$ cat src/rtl/step_seq_pkg.sv
// Shared types for the step sequencer: operating modes and size limits.
// Pure declarations; no timing or flow-control behaviour.
package step_seq_pkg;

  localparam int MAX_STEPS  = 64;
  localparam int MAX_VOICES = 16;

  typedef enum logic [1:0] {
    EDIT = 2'd0,
    PLAY = 2'd1,
    RAW  = 2'd2
  } sysmode_t;

  // The unused encoding 3 folds onto EDIT so it can never start playback.
  function automatic sysmode_t decode_mode(input logic [1:0] m);
    case (m)
      2'd1:    return PLAY;
      2'd2:    return RAW;
      default: return EDIT;
    endcase
  endfunction

endpackage

$ cat src/rtl/tempo_tick.sv
// Tempo divider: tick is high for one cycle every period+1 enabled cycles, combinational off the count.
// No backpressure; an over-range count (period lowered mid-count) restarts at 0 without a tick.
module tempo_tick #(
  parameter int TICK_W = 16
) (
  input  logic              clk,
  input  logic              rst_n,
  input  logic              en,
  input  logic              clr,
  input  logic [TICK_W-1:0] period,
  output logic              tick
);

  logic [TICK_W-1:0] count;

  assign tick = en && !clr && (count == period);

  always_ff @(posedge clk or negedge rst_n) begin
    if (!rst_n) begin
      count <= '0;
    end else if (clr || !en || count >= period) begin
      count <= '0;
    end else begin
      count <= count + TICK_W'(1);
    end
  end

endmodule

$ cat src/rtl/step_sequencer_n.sv
// Drum-style step sequencer: register pattern, edit/clear, tempo playback and raw live triggers.
// trig/step_strobe registered (1 cycle); no backpressure. STEP_SEQ_LOOP_LEN_EN adds loop_len.
module step_sequencer_n
  import step_seq_pkg::*;
#(
  parameter int NUM_STEPS  = 16,
  parameter int NUM_VOICES = 4,
  parameter int TICK_W     = 16,
  localparam int SW        = $clog2(NUM_STEPS)
) (
  input  logic                  clk,
  input  logic                  rst_n,
  input  logic [1:0]            mode,
  input  logic [TICK_W-1:0]     tick_period,
  input  logic [SW-1:0]         edit_idx,
  input  logic [NUM_VOICES-1:0] edit_tgl,
  input  logic                  edit_strobe,
  input  logic                  clear,
  input  logic [NUM_VOICES-1:0] raw_trig,
`ifdef STEP_SEQ_LOOP_LEN_EN
  input  logic [SW:0]           loop_len,
`endif
  output logic [SW-1:0]         step_pos,
  output logic                  step_strobe,
  output logic [NUM_VOICES-1:0] trig,
  output logic [NUM_VOICES-1:0] edit_row
);

  sysmode_t              mode_cur;
  sysmode_t              mode_q;
  logic                  play;
  logic                  play_entry;
  logic                  advance;
  logic [SW-1:0]         pos_nxt;
  logic [SW-1:0]         rd_idx;
  logic [NUM_VOICES-1:0] pattern [NUM_STEPS];
  logic [NUM_VOICES-1:0] raw_q;

  assign mode_cur   = decode_mode(mode);
  assign play       = (mode_cur == PLAY);
  assign play_entry = play && (mode_q != PLAY);

  tempo_tick #(.TICK_W(TICK_W)) u_tick (
    .clk    (clk),
    .rst_n  (rst_n),
    .en     (play),
    .clr    (play_entry),
    .period (tick_period),
    .tick   (advance)
  );

`ifdef STEP_SEQ_LOOP_LEN_EN
  localparam logic [SW:0] STEPS_FULL = (SW+1)'(NUM_STEPS);
  logic [SW:0] loop_eff;
  logic [SW:0] pos_inc;

  // Out-of-range lengths fall back to the full pattern; positions past the loop restart at 0.
  always_comb begin
    pos_inc  = {1'b0, step_pos} + (SW+1)'(1);
    loop_eff = (loop_len == '0 || loop_len > STEPS_FULL) ? STEPS_FULL : loop_len;
    pos_nxt  = (pos_inc >= loop_eff) ? '0 : pos_inc[SW-1:0];
  end
`else
  assign pos_nxt = step_pos + SW'(1);
`endif

  assign rd_idx   = play_entry ? '0 : pos_nxt;
  assign edit_row = pattern[edit_idx];

  always_ff @(posedge clk or negedge rst_n) begin
    if (!rst_n) begin
      for (int i = 0; i < NUM_STEPS; i++) pattern[i] <= '0;
    end else if (clear) begin
      for (int i = 0; i < NUM_STEPS; i++) pattern[i] <= '0;
    end else if (mode_cur == EDIT && edit_strobe) begin
      pattern[edit_idx] <= pattern[edit_idx] ^ edit_tgl;
    end
  end

  always_ff @(posedge clk or negedge rst_n) begin
    if (!rst_n) begin
      step_pos    <= '0;
      step_strobe <= 1'b0;
      trig        <= '0;
      raw_q       <= '0;
      mode_q      <= EDIT;
    end else begin
      mode_q      <= mode_cur;
      raw_q       <= raw_trig;
      step_strobe <= 1'b0;
      trig        <= '0;
      case (mode_cur)
        PLAY: begin
          if (play_entry || advance) begin
            step_pos    <= rd_idx;
            step_strobe <= 1'b1;
            // A clear landing on the same edge must silence this step too.
            trig        <= clear ? '0 : pattern[rd_idx];
          end
        end
        RAW:     trig <= raw_trig & ~raw_q;
        default: ;
      endcase
    end
  end

endmodule

$ cat config.mk
export PLATFORM = sky130hd
export DESIGN_NAME = step_sequencer_n
export DESIGN_NICKNAME = d
export VERILOG_FILES = /design/src/rtl/step_seq_pkg.sv /design/src/rtl/tempo_tick.sv /design/src/rtl/step_sequencer_n.sv
export SDC_FILE = /design/constraint.sdc
export NUM_CORES = 1
export LEC_CHECK = 0
export ABC_CLOCK_PERIOD_IN_PS = 3700
export CAP_MARGIN = 5
export CORE_AREA = 2 2 123 125
export DETAILED_ROUTE_END_ITERATION = 8
export DIE_AREA = 0 0 125 127
export GPL_ROUTABILITY_DRIVEN = 0
export HOLD_SLACK_MARGIN = 0.02
export PLACE_DENSITY_LB_ADDON = 0.15
export SETUP_SLACK_MARGIN = 0.5
export SYNTH_ARGS = -nofsm -noshare
export SYNTH_HDL_FRONTEND = slang
export SYNTH_SLANG_ARGS = --single-unit
$ cat constraint.sdc
create_clock -name clk -period 3.7 [get_ports clk]
set_input_delay 0.555 -clock clk [delete_from_list [all_inputs] [get_ports clk]]
set_output_delay 0.555 -clock clk [all_outputs]
set_load 0.005 [all_outputs]
==> flow_summary.toml <==
[run_status]
status = "completed"

[synthesis]
synth_edf_count = 0
synth_cell_types = 51
synthCells = 567
ys.flop_type = "dfrtp_1"
syn_nets = 622
syn-cell-area_um2 = 5750
synth_area_leader_cell = "dfrtp_1"
ys_seq_area_share_pct = 41.4
synthArstFlopShare_pct = 100
yosysTopAreaCellShare_pct = 41.4
avgSynthCellArea_um2 = 10.1
yosysWarnings = 0
synthTopCellsByCount = "105 x nor2_1, 95 x dfrtp_1, 44 x a211oi_1"
yosys-top-cells-area = "dfrtp_1 41%, mux4_2 9.4%, nor2_1 6.9%"
synth_most_common_cell = "nor2_1"
ys_seq_elements = 95

[floorplanning]
chipHeight_um = 127
ios = 47
placementRows = 44
dieArea_um2 = 15900
core-area_um2 = 14400
start_util_pct = 39.8
die_w_um = 125

[timing]
setup_slack_ps = 544
period_share_pct = 85.3
period_minus_slack_ps = 3160
rsz0062_at_grt = "false"
hold_violations = 0
relSlewSlack_pct = 50.3
finalClockSkew_ps = 8.44
worst_pin_slew_ps = 746
maxSlewViolCount = 0
setup_viol = 0
fmax_mhz = 317
tns_ps = 0

[cts]
clk_pin_slew_ps = 70
clk_path_buf_depth = 2
cts.root.buffer_cell = "clkbuf_16"
clock_sinks = 95
cts_tree = "built"
cts_buffers = 9
hold_buffers = 0
htreeDepth = 3
worstSkewPairLatency_ps = 360

[layout]
fin_area_um2 = 6720
fillCellCount = 1361
drive_gt1_share_pct = 12.5
final_nets = 659
antenna_cells = 0
area_growth_pct = 16.9
utilization_pct = 46.6

[setup_path]
critPathKind = "in2out"
crit_slowest_cell = "mux4_2"
slowest_delay_ps = 530
path_cells = "clkdlybuf4s50_1, buf_6, mux4_2, mux4_2, clkdlybuf4s50_1"
startpoint_type = "input port"
reg2reg_slack_ps = 960
endpoint_kind = "output port"
arrival_ps = 2600
cp_max_fo = 20
crit_buf_inv = 3
cp_top_family = "buffers and inverters"
required_ps = 3140

[global_routing]
antenna_found_initial = 0
busiest_layer = "met2"
track_usage_pct = 20.4
grt_pass1_wl_um = 25300
grt_use_met2_pct = 32.1
first_global_vias = 4544
use_met1_pct = 28.6
grtUsageMet3_pct = 3.98
grt_max_degree = 66
grt_overflow_total = 0

[min_path]
hold_path.class = "in2async"

[power_and_ir_drop]
power.total_mw = 2.42
leakagePower_nw = 2.72
vdd_drop_max_uv = 209
powerDensity_nw_per_um2 = 360

[place]
preCtsSetupSlack_ps = 339
hpwlAfterDp_um = 11100
portBuffers = 46
place_area_um2 = 6370

[drt]
firstDrtPassIters = 5
drt-total-wl_um = 15500
post_drt_wl_per_cell_um = 19.5
ant_nets = 0
vias = 4595
vias_per_cell = 5.79
drc = 0
detail_route.iter0.violations = 265

[job]
max_cap_violations = 0
report_power, final:
part / switching, mW / internal, mW / total (mW)
clock: 0.416 / 0.560 / 0.975
combinational: 0.208 / 0.165 / 0.373
sequential: 0.0155 / 1.06 / 1.07
registers in the layout, summed over array words and instances (netlist names):
name,flops
pattern,64
u_tick.count,16
raw_q,4
step_pos,4
trig,4
mode_q,2
step_strobe,1
worst reg2reg max path, cell delays in order, from the launching register on:
cell and delay, ps:
dfrtp_1 420, ha_1 690, a21boi_2 590, mux4_2 390, a22oi_1 370, a31oi_1 150
through the flow:
stage,hold slack [ps],cells
global route,315,793
CTS,289,793
floorplan,259,567
finish,260,793
detailed placement,525,776
global placement,519,776
logic make-up (layout without fill, tap and decap cells):
kind of cell / after synthesis / in the layout / synth area share (%)
AO/OA/AOI/OAI: 124 / 124 / 15.1
XOR/XNOR: 33 / 33 / 5.03
adder cells (fa/ha/maj): 21 / 21 / 4.57
buffers and inverters: 55 / 97 / 4.14
flip-flops: 95 / 95 / 41.4
multiplexers: 40 / 40 / 12.3
AND/OR/NAND/NOR: 199 / 199 / 17.5
path summary, 6_finish.rpt:
kind | depth (start not counted) | start | endpoint
hold reg to reg | 1 | u_tick.count[0]$_DFF_PN0_ | u_tick.count[0]$_DFF_PN0_
setup reg to reg | 5 | step_pos[1]$_DFFE_PN0P_ | trig[0]$_DFF_PN0_
setup / recovery | 5 | edit_idx[1] | edit_row[2]
hold / removal | 1 | rst_n | u_tick.count[9]$_DFF_PN0_
max in group asynchronous | 2 | rst_n | pattern[48]$_DFFE_PN0P_
min in group clk | 1 | u_tick.count[0]$_DFF_PN0_ | u_tick.count[0]$_DFF_PN0_
metal layers:
layer | wire, um | part of all wire (%) | vias up
li1 | - | - | 2159
met1 | 7250 | 47 | 2274
met2 | 7050 | 46 | 141
met3 | 888 | 5.7 | 21
met4 | 279 | 1.8 | 0
met5 | 0 | 0 | -
final cells by class:
| class | count | area (um^2) | share of cell area (%) |
|---|---|---|---|
| tap | 184 | 230 | 3.43 |
| timing repair buffer | 58 | 586 | 8.72 |
| sequential | 95 | 2380 | 35.4 |
| clock inverter | 5 | 56.3 | 0.838 |
| multi-input combinational | 417 | 3130 | 46.6 |
| clock buffer | 11 | 253 | 3.76 |
| inverter | 23 | 86.3 | 1.28 |
cell usage in the layout (no fill, tap or decap), types with 6 or more instances in the layout:
cell type        count
nor2_1             105
dfrtp_1             95
a211oi_1            44
clkdlybuf4s50_1     43
a21oi_1             32
xnor2_1             25
mux4_2              24
inv_1               22
ha_1                21
nor3_1              15
mux2i_1             12
nand3_1             10
nor3_2              10
buf_4               10
nand2b_1             9
nor2b_1              9
clkbuf_16            9
o21ai_0              8
nand2_1              8
xor2_1               8
o32ai_1              7
nand3b_1             6
repair_timing:
item	CTS	global route
setup buffers	0	0
setup endpoints to repair	4	4
cloned	1	0
resized for setup	3	1
(Power assumes the default switching activity.)
